<file path="config.mk">
export PLATFORM = sky130hd
export DESIGN_NAME = program_loader
export DESIGN_NICKNAME = d
export VERILOG_FILES = /design/src/rtl/program_loader.sv
export SDC_FILE = /design/constraint.sdc
export NUM_CORES = 1
export LEC_CHECK = 0
export CORE_MARGIN = 3
export CORE_UTILIZATION = 35
export CTS_CLUSTER_SIZE = 20
export DETAILED_ROUTE_END_ITERATION = 6
export GPL_ROUTABILITY_DRIVEN = 0
export SLEW_MARGIN = 10
export SYNTH_ARGS = -nofsm -noshare
export SYNTH_HDL_FRONTEND = slang
export SYNTH_SLANG_ARGS = --single-unit
</file>
<file path="constraint.sdc">
create_clock -name clk -period 2.55 [get_ports clk]
set_input_delay 0.6375 -clock clk [delete_from_list [all_inputs] [get_ports clk]]
set_output_delay 0.6375 -clock clk [all_outputs]
set_load 0.03 [all_outputs]
</file>
<file path="src/rtl/program_loader.sv">
// ---------------------------------------------------------------------------
// program_loader
//
// Write side of program memory. A host byte link delivers a load frame, and
// this block turns it into 13-bit instruction writes on the PM write port.
// While a load is in progress, or after one has failed, the core is held.
//
// Frame: COUNT (N = 1..DEPTH), then N x {HI, LO}, then an optional CHK byte.
// Each instruction is {HI[4:0], LO}. HI[7:5] are reserved and must be zero.
//
// Optional feature, enabled by defining the macro PL_CHECKSUM_EN:
//   When defined, a trailing CHK byte is required. It must equal the XOR of
//   the COUNT byte and every HI and LO byte.
//   When undefined, the load finishes right after the last PM write.
//
// Handshake: a byte moves on the cycle when in_valid && in_ready are both
//   high at the rising clock edge. in_ready depends only on the state, never
//   on in_valid. While in_ready is low, the source must hold its byte.
//
// Ports:
//   clk        in   system clock, rising edge
//   rst_n      in   synchronous reset, active-low
//   start      in   1-cycle pulse: begin a new load (ignored mid-frame)
//   in_valid   in   byte available on in_data
//   in_data    in   8-bit stream byte
//   in_ready   out  loader accepts a byte this cycle
//   pm_we      out  PM write enable, one cycle per instruction
//   pm_addr    out  PM write address
//   pm_wdata   out  PM write data
//   cpu_hold   out  hold core/PC while loading or after an error
//   done       out  load finished OK (level until next start/reset)
//   err        out  load failed (sticky until next start/reset)
//   state_dbg  out  current FSM state encoding, for observation
// ---------------------------------------------------------------------------
module program_loader #(
  parameter int INS_WIDTH  = 13,
  parameter int ADDR_WIDTH = 6,
  parameter int DEPTH      = 64
) (
  input  logic                  clk,
  input  logic                  rst_n,
  input  logic                  start,
  input  logic                  in_valid,
  input  logic [7:0]            in_data,
  output logic                  in_ready,
  output logic                  pm_we,
  output logic [ADDR_WIDTH-1:0] pm_addr,
  output logic [INS_WIDTH-1:0]  pm_wdata,
  output logic                  cpu_hold,
  output logic                  done,
  output logic                  err,
  output logic [2:0]            state_dbg
);

  localparam int HI_W = INS_WIDTH - 8;

  localparam logic [2:0] S_IDLE  = 3'd0;
  localparam logic [2:0] S_COUNT = 3'd1;
  localparam logic [2:0] S_HI    = 3'd2;
  localparam logic [2:0] S_LO    = 3'd3;
  localparam logic [2:0] S_WRITE = 3'd4;
  localparam logic [2:0] S_CHECK = 3'd5;
  localparam logic [2:0] S_DONE  = 3'd6;
  localparam logic [2:0] S_ERROR = 3'd7;

  logic [2:0]            state;
  // One bit wider than the address, so that N == DEPTH can be represented.
  logic [ADDR_WIDTH:0]   count_n;
  logic [ADDR_WIDTH:0]   counter;
  logic [ADDR_WIDTH:0]   counter_inc;
  logic [HI_W-1:0]       hi_q;
  logic                  xfer;
  logic                  count_bad;
  logic                  hi_reserved;
`ifdef PL_CHECKSUM_EN
  logic [7:0]            chk;
`endif

  assign xfer        = in_valid & in_ready;
  assign counter_inc = counter + 1'b1;
  assign count_bad   = (in_data == 8'd0) || (32'(in_data) > DEPTH);
  assign hi_reserved = (in_data[7:HI_W] != '0);

  // All outputs are decoded from the registered state, so they are glitch-free.
  always_comb begin
    in_ready = (state == S_COUNT) || (state == S_HI) ||
               (state == S_LO)    || (state == S_CHECK);
  end

  assign pm_we     = (state == S_WRITE);
  assign cpu_hold  = (state != S_IDLE) && (state != S_DONE);
  assign done      = (state == S_DONE);
  assign err       = (state == S_ERROR);
  assign state_dbg = state;

  always_ff @(posedge clk) begin
    if (!rst_n) begin
      state    <= S_IDLE;
      count_n  <= '0;
      counter  <= '0;
      hi_q     <= '0;
      pm_addr  <= '0;
      pm_wdata <= '0;
`ifdef PL_CHECKSUM_EN
      chk      <= '0;
`endif
    end else begin
      case (state)
        S_IDLE, S_DONE, S_ERROR: begin
          if (start) begin
            state   <= S_COUNT;
            counter <= '0;
            pm_addr <= '0;
`ifdef PL_CHECKSUM_EN
            chk     <= '0;
`endif
          end
        end
        S_COUNT: begin
          if (xfer) begin
            count_n <= in_data[ADDR_WIDTH:0];
`ifdef PL_CHECKSUM_EN
            chk     <= chk ^ in_data;
`endif
            state   <= count_bad ? S_ERROR : S_HI;
          end
        end
        S_HI: begin
          if (xfer) begin
`ifdef PL_CHECKSUM_EN
            chk <= chk ^ in_data;
`endif
            if (hi_reserved) begin
              state <= S_ERROR;
            end else begin
              hi_q  <= in_data[HI_W-1:0];
              state <= S_LO;
            end
          end
        end
        S_LO: begin
          if (xfer) begin
`ifdef PL_CHECKSUM_EN
            chk      <= chk ^ in_data;
`endif
            pm_wdata <= {hi_q, in_data};
            state    <= S_WRITE;
          end
        end
        S_WRITE: begin
          counter <= counter_inc;
          if (counter_inc == count_n) begin
            // The address is held on the last write. This way, a full
            // DEPTH-entry load never wraps pm_addr back to zero.
`ifdef PL_CHECKSUM_EN
            state <= S_CHECK;
`else
            state <= S_DONE;
`endif
          end else begin
            pm_addr <= pm_addr + 1'b1;
            state   <= S_HI;
          end
        end
`ifdef PL_CHECKSUM_EN
        S_CHECK: begin
          if (xfer) begin
            state <= (in_data == chk) ? S_DONE : S_ERROR;
          end
        end
`endif
        default: state <= S_IDLE;
      endcase
    end
  end

endmodule

</file>
==> results.toml, run 1 <==
[critical_path]
critPathLaunchType = "flop"
r2r_slack_ps = 310
r2r-end = "pm_addr[3]"
crit_type = "reg -> out"
critPathMaxFanout = 6
crit_path_end_kind = "output pin"
critPathArrivalTime_ps = 1800
slowest_delay_ps = 660
ff2ff_path_depth = 8
crit_chain = "nand2_1 -> o21ai_0 -> inv_1 -> clkdlybuf4s50_1"
cp.required_ps = 1910
timing.rr.start = "counter[0]"
cp_slowest_cell = "clkdlybuf4s50_1"

[sta]
layout_min_cycle_time_ps = 2440
grt_setup_unrepaired = "no"
finalHoldViolCount = 0
finalCritPeriodShare_pct = 95.7
whs_ps = 458
finalSetupViolCount = 0
slew_viol_final = 0
timing.fmax_ghz = 0.410
setup_tns_ps = 0
timing.final.ws_setup_ps = 109
fin_skew_ps = 4.74
tightest_slew_ps = 538
slew_headroom_pct = 64.0

[synth]
avgSynthCellArea_um2 = 8.00
syn-num-nets = 260
netlist_instances = 246
synth_warnings = 0
syn-cell-area_um2 = 1970
ys_ff_latch = 41
synth-seq-area-share_pct = 41.7
ys_types = 40

[cts]
cts_buffers = 5
cts.path.max_buffers = 2
cts-htree-levels = 2
clock-sinks = 41
cts_resized = 0
cts_tree = "built"
root_buffer = "clkbuf_8"
clock_latency_ps = 290
clkTransAtPathRegs_ps = 80

[floorplan]
num_io_pins = 39
fp.dieH_um = 81.0
floorplan.die_area_um2 = 6560
coreArea_um2 = 5270
die_w_um = 81.0
start_util_pct = 37.3
rows = 26

[route]
wirelength_um = 4600
num_vias = 1848
dr.first_iter.drc_count = 88
wl_per_cell_um = 12.5
route.detailed.drc = 0
ant_nets = 0
drtPass1Iterations = 4
routed_via_density = 5.01

[placement]
portBuffers = 38
dp_hpwl_um = 3410
dp_slack_ps = -23.7

[worst_hold_path]
hold_path_class = "reg -> reg"
hold_start = "pm_wdata[1]"
min_to = "pm_wdata[1]"
whs_path_depth = 2

[final_layout]
mostFrequentLayoutCell = "nand2_1"
fin_util_pct = 49.7
fin_nets = 313
final_cell_mix = "nand2_1 (52), dfxtp_1 (41), clkdlybuf4s50_1 (37)"
syn2layout_area_growth_pct = 33.1
fill_cells = 536
antenna_cells = 0
drive_gt1_share_pct = 11.0

[grt]
grt_max_degree = 26
antenna_found_initial = 0
grt_pass1_wl_um = 8200
track_usage_pct = 15.9
grt_pass1_vias = 1753
gr-total-overflow = 0

[power]
power.total_w = 0.00197
ir_drop_uv = 338
leakagePower_nw = 0.941
powerDensity_nw_per_um2 = 752

[run]
drv_cap = 0

[run_status]
status = "finished clean"
-- registers in the layout, indices dropped and copies added (netlist names) --
name / cells
state_dbg: 3
pm_wdata: 13
pm_addr: 6
counter: 7
hi_q: 5
count_n: 7
-- stage by stage --
stage | instance area (um^2) | std cells
after CTS | 2610 | 368
final | 2620 | 369
after global routing | 2620 | 369
after floorplan | 1970 | 246
after global placement | 2510 | 361
after detailed placement | 2510 | 361
-- per-layer routing --
layer	global-route usage, %	wire (um)	vias to the layer above
met2	24.7	2040	50
met5	0	0	-
met1	21.4	2250	843
li1	-	-	951
met3	4.55	276	4
met4	4.56	36	0
-- critical path, delay by kind of cell, from the launching register on --
kind,cells,cell delay (ps)
compound gates,1,200
flops,1,380
buf+inv,2,760
simple gates,1,160
-- worst max path at each step --
stage	from	end	cells after the start
floorplan	state_dbg[1]	pm_addr[2]	8
finish	state_dbg[2]	in_ready	4
CTS	state_dbg[2]	in_ready	4
global placement	in_data[1]	state_dbg[2]	7
detailed placement	in_data[1]	state_dbg[2]	7
global route	state_dbg[2]	in_ready	4
-- repair_timing --
action	4_1_cts	5_1_grt
endpoints found under the setup margin	0	2
buffers inserted	0	1
hold buffers	0	0
-- layout make-up --
class / instances / area [um^2] / area share, %
clock buffers: 5 / 68.8 / 2.63
well taps: 70 / 87.6 / 3.34
repair buffers: 55 / 505 / 19.3
flip-flops and latches: 41 / 821 / 31.3
multi-input cells: 188 / 1070 / 40.9
clock inverters: 2 / 35.0 / 1.34
inverters: 8 / 30.0 / 1.15
-- logic make-up after synthesis --
kind of cell    share of synthesized area [%]
buf+inv                                  3.81
flops                                    41.7
simple gates                             26.4
fa+ha+maj                                1.27
xor+xnor                                 4.89
compound gates                           19.4
mux                                      2.54
-- report_power, final --
| group | switching (W) | internal (W) | total [W] | leakage [nW] |
|---|---|---|---|---|
| registers | 0.0000538 | 0.000685 | 0.000738 | 0.331 |
| clock network | 0.000225 | 0.000285 | 0.000510 | 0.0540 |
| logic | 0.000423 | 0.000298 | 0.000721 | 0.556 |
| total | 0.000702 | 0.00127 | 0.00197 | 0.941 |
-- synthesized netlist by cell type --
library cell	count	share of area, %
nor3_2	1	0.51
inv_1	6	1.1
or3_1	8	2.5
o2111ai_1	1	0.45
o21a_1	1	0.38
a21o_1	1	0.38
o211ai_2	1	0.64
a2111oi_4	1	1.4
nand2_1	52	9.9
nor2_2	1	0.32
a21oi_1	34	8.6
nand3_1	6	1.5
nor3_1	2	0.51
buf_6	1	0.57
and2_1	1	0.32
xnor2_1	7	3.1
nand4_1	1	0.32
and3_1	3	0.95
nor2_1	26	5.0
o221ai_1	1	0.45
clkinv_1	2	0.38
clkbuf_1	7	1.3
o32ai_1	1	0.45
o21ai_0	13	3.3
a221oi_2	1	0.76
nor3b_1	1	0.38
o31a_1	1	0.45
ha_1	2	1.3
nor2b_1	2	0.64
xor2_1	4	1.8
a22oi_1	1	0.38
mux2i_1	5	2.5
or4_1	3	1.1
nand3_2	1	0.51
nand3b_1	2	0.76
a31oi_1	1	0.32
dfxtp_1	41	42
nor4_4	1	1.1
buf_4	1	0.38
o41ai_4	1	1.4
(Power assumes the default switching activity.)
==> run 2, diff against run 1 <==
--- a/config.mk
+++ b/config.mk
@@ -5,8 +5,9 @@
 export SDC_FILE = /design/constraint.sdc
 export NUM_CORES = 1
 export LEC_CHECK = 0
+export ABC_CLOCK_PERIOD_IN_PS = 2550
 export CORE_MARGIN = 3
-export CORE_UTILIZATION = 35
+export CORE_UTILIZATION = 30
 export CTS_CLUSTER_SIZE = 20
 export DETAILED_ROUTE_END_ITERATION = 6
 export GPL_ROUTABILITY_DRIVEN = 0
==> run 2 against run 1 <==
  * Non-clock buffer count is 2 lower
  * Global-route usage is 2.0 points lower
  * Combinational power is 3% lower
  * Worst setup slack better by 20 ps
  * Critical endpoint is now cpu_hold
==> results.toml, run 2 (synthesis gave the netlist of run 1 again) <==
[floorplan]
num_io_pins = 39
floorplan.die_area_um2 = 7570
coreArea_um2 = 6130
rows = 28
fp.dieH_um = 87.0
start_util_pct = 32.1
die_w_um = 87.0

[grt]
track_usage_pct = 13.9
grt_max_degree = 36
gr-total-overflow = 0
antenna_found_initial = 0
grt_pass1_wl_um = 8470
grt_pass1_vias = 1814

[cts]
cts_hold_buf = 0
clock_latency_ps = 300
cts-htree-levels = 2
cts.path.max_buffers = 2
clock-sinks = 41
postCtsSetupRepairBufs = 0
clkTransAtPathRegs_ps = 90
root_buffer = "clkbuf_8"
cts_buffers = 5
cts_tree = "built"
cts_resized = 0

[power]
p_sw_share_pct = 38.6
clkPwrFrac_pct = 23.3
power.total_w = 0.00189
leakagePower_nw = 0.937
ir_drop_uv = 322
switchingPower_w = 0.000731
seq_power_share_pct = 39.6
intPower_w = 0.00116
p_comb_share_pct = 37.0
powerDensity_nw_per_um2 = 725

[sta]
finalHoldViolCount = 0
timing.fmax_ghz = 0.413
fin_skew_ps = 8.70
slew_headroom_pct = 63.7
finalCritPeriodShare_pct = 94.9
tightest_slew_ps = 543
slew_viol_final = 0
layout_min_cycle_time_ps = 2420
finalSetupViolCount = 0
timing.final.ws_setup_ps = 130
grt_setup_unrepaired = "no"

[placement]
dp_slack_ps = -63.0
portBuffers = 38
dp_hpwl_um = 3550
dpl.cell_count = 365

[route]
wl_per_cell_um = 13.4
num_vias = 1843
wirelength_um = 4990
drtPass1Iterations = 4
routed_via_density = 4.94
dr.first_iter.drc_count = 92
route.detailed.drc = 0
ant_nets = 0

[run_status]
status = "finished clean"

[final_layout]
top_register = "pm_wdata"
fin_nets = 311
syn2layout_area_growth_pct = 32.8
instances_no_fill = 373
largest_reg_flops = 13
fin_util_pct = 42.6
fill_cells = 632
mostFrequentLayoutCell = "nand2_1"
drive_gt1_share_pct = 11.1
final_cell_mix = "nand2_1 (52), dfxtp_1 (40), clkdlybuf4s50_1 (36)"
antenna_cells = 0
biggestRegsByFlops = "pm_wdata (13), count_n (7), counter (7)"

[critical_path]
r2r_slack_ps = 270
cp.required_ps = 1910
r2r-end = "pm_addr[3]"
critPathLaunchType = "flop"
cp_num_buf_inv = 2
crit_chain = "buf_4 -> xnor2_1 -> nand2_1 -> clkdlybuf4s50_1"
ff2ff_path_depth = 7
path_depth = 4
critPathArrivalTime_ps = 1780
crit_path_end_kind = "output pin"
slowest_delay_ps = 660
cp_top_family = "buffers and inverters"
cp_slowest_cell = "clkdlybuf4s50_1"
crit_type = "reg -> out"
timing.rr.start = "counter[0]"
critPathMaxFanout = 7

[worst_hold_path]
hold_start = "pm_wdata[4]"
min_to = "pm_wdata[4]"
hold_path_class = "reg -> reg"
whs_path_depth = 2

[run]
drv_cap = 0
==> run 2: power by group through the flow <==
stage	clock, W	combinational, W	sequential (W)
2_1_floorplan	0	0.000438	0.000781
3_3_place_gp	0	0.000696	0.000765
3_5_place_dp	0	0.000706	0.000765
4_1_cts	0.000455	0.000708	0.000750
5_1_grt	0.000486	0.000768	0.000762
6_report	0.000442	0.000701	0.000751
==> run 2: metrics by stage <==
stage                     setup TNS (ps)  area (um^2)  hold WS, ps
after floorplan                        0         1970          431
after global placement             -30.8         2520          446
after detailed placement           -64.2         2520          447
after CTS                              0         2610          460
after global routing                   0         2610          488
final                                  0         2610          458
==> run 2: layout make-up <==
type                       count  area, um^2  area share, %
inverter                       8        30.0           1.15
tap                           75        93.8           3.59
sequential                    41         822           31.5
timing repair buffer          53         505           19.3
clock inverter                 3        21.3          0.814
clock buffer                   5        68.8           2.63
multi-input combinational    188        1070           41.0
==> run 2: worst max-delay path by stage <==
| stage | startpoint | end | slack, ps |
|---|---|---|---|
| CTS | state_dbg[0] | in_ready | 40 |
| global placement | in_data[1] | state_dbg[2] | -30 |
| detailed placement | in_data[1] | state_dbg[2] | -60 |
| floorplan | state_dbg[1] | pm_addr[2] | 400 |
| global route | state_dbg[1] | cpu_hold | 40 |
| finish | state_dbg[1] | cpu_hold | 130 |
==> run 2: layer usage <==
layer | up-vias | global-route usage, % | wire length [um]
met2 | 42 | 23.6 | 2300
met5 | - | 0 | 0
met4 | 0 | 4.11 | 51
li1 | 948 | - | -
met3 | 7 | 3.31 | 215
met1 | 846 | 17.4 | 2420
==> run 2: worst reg2reg max path: stages (launching register included) <==
cell	delay, ps
dfxtp_1	430
ha_1	340
nand3_2	140
o21ai_0	240
o211ai_2	160
o41ai_4	590
o21ai_0	180
a21oi_1	140
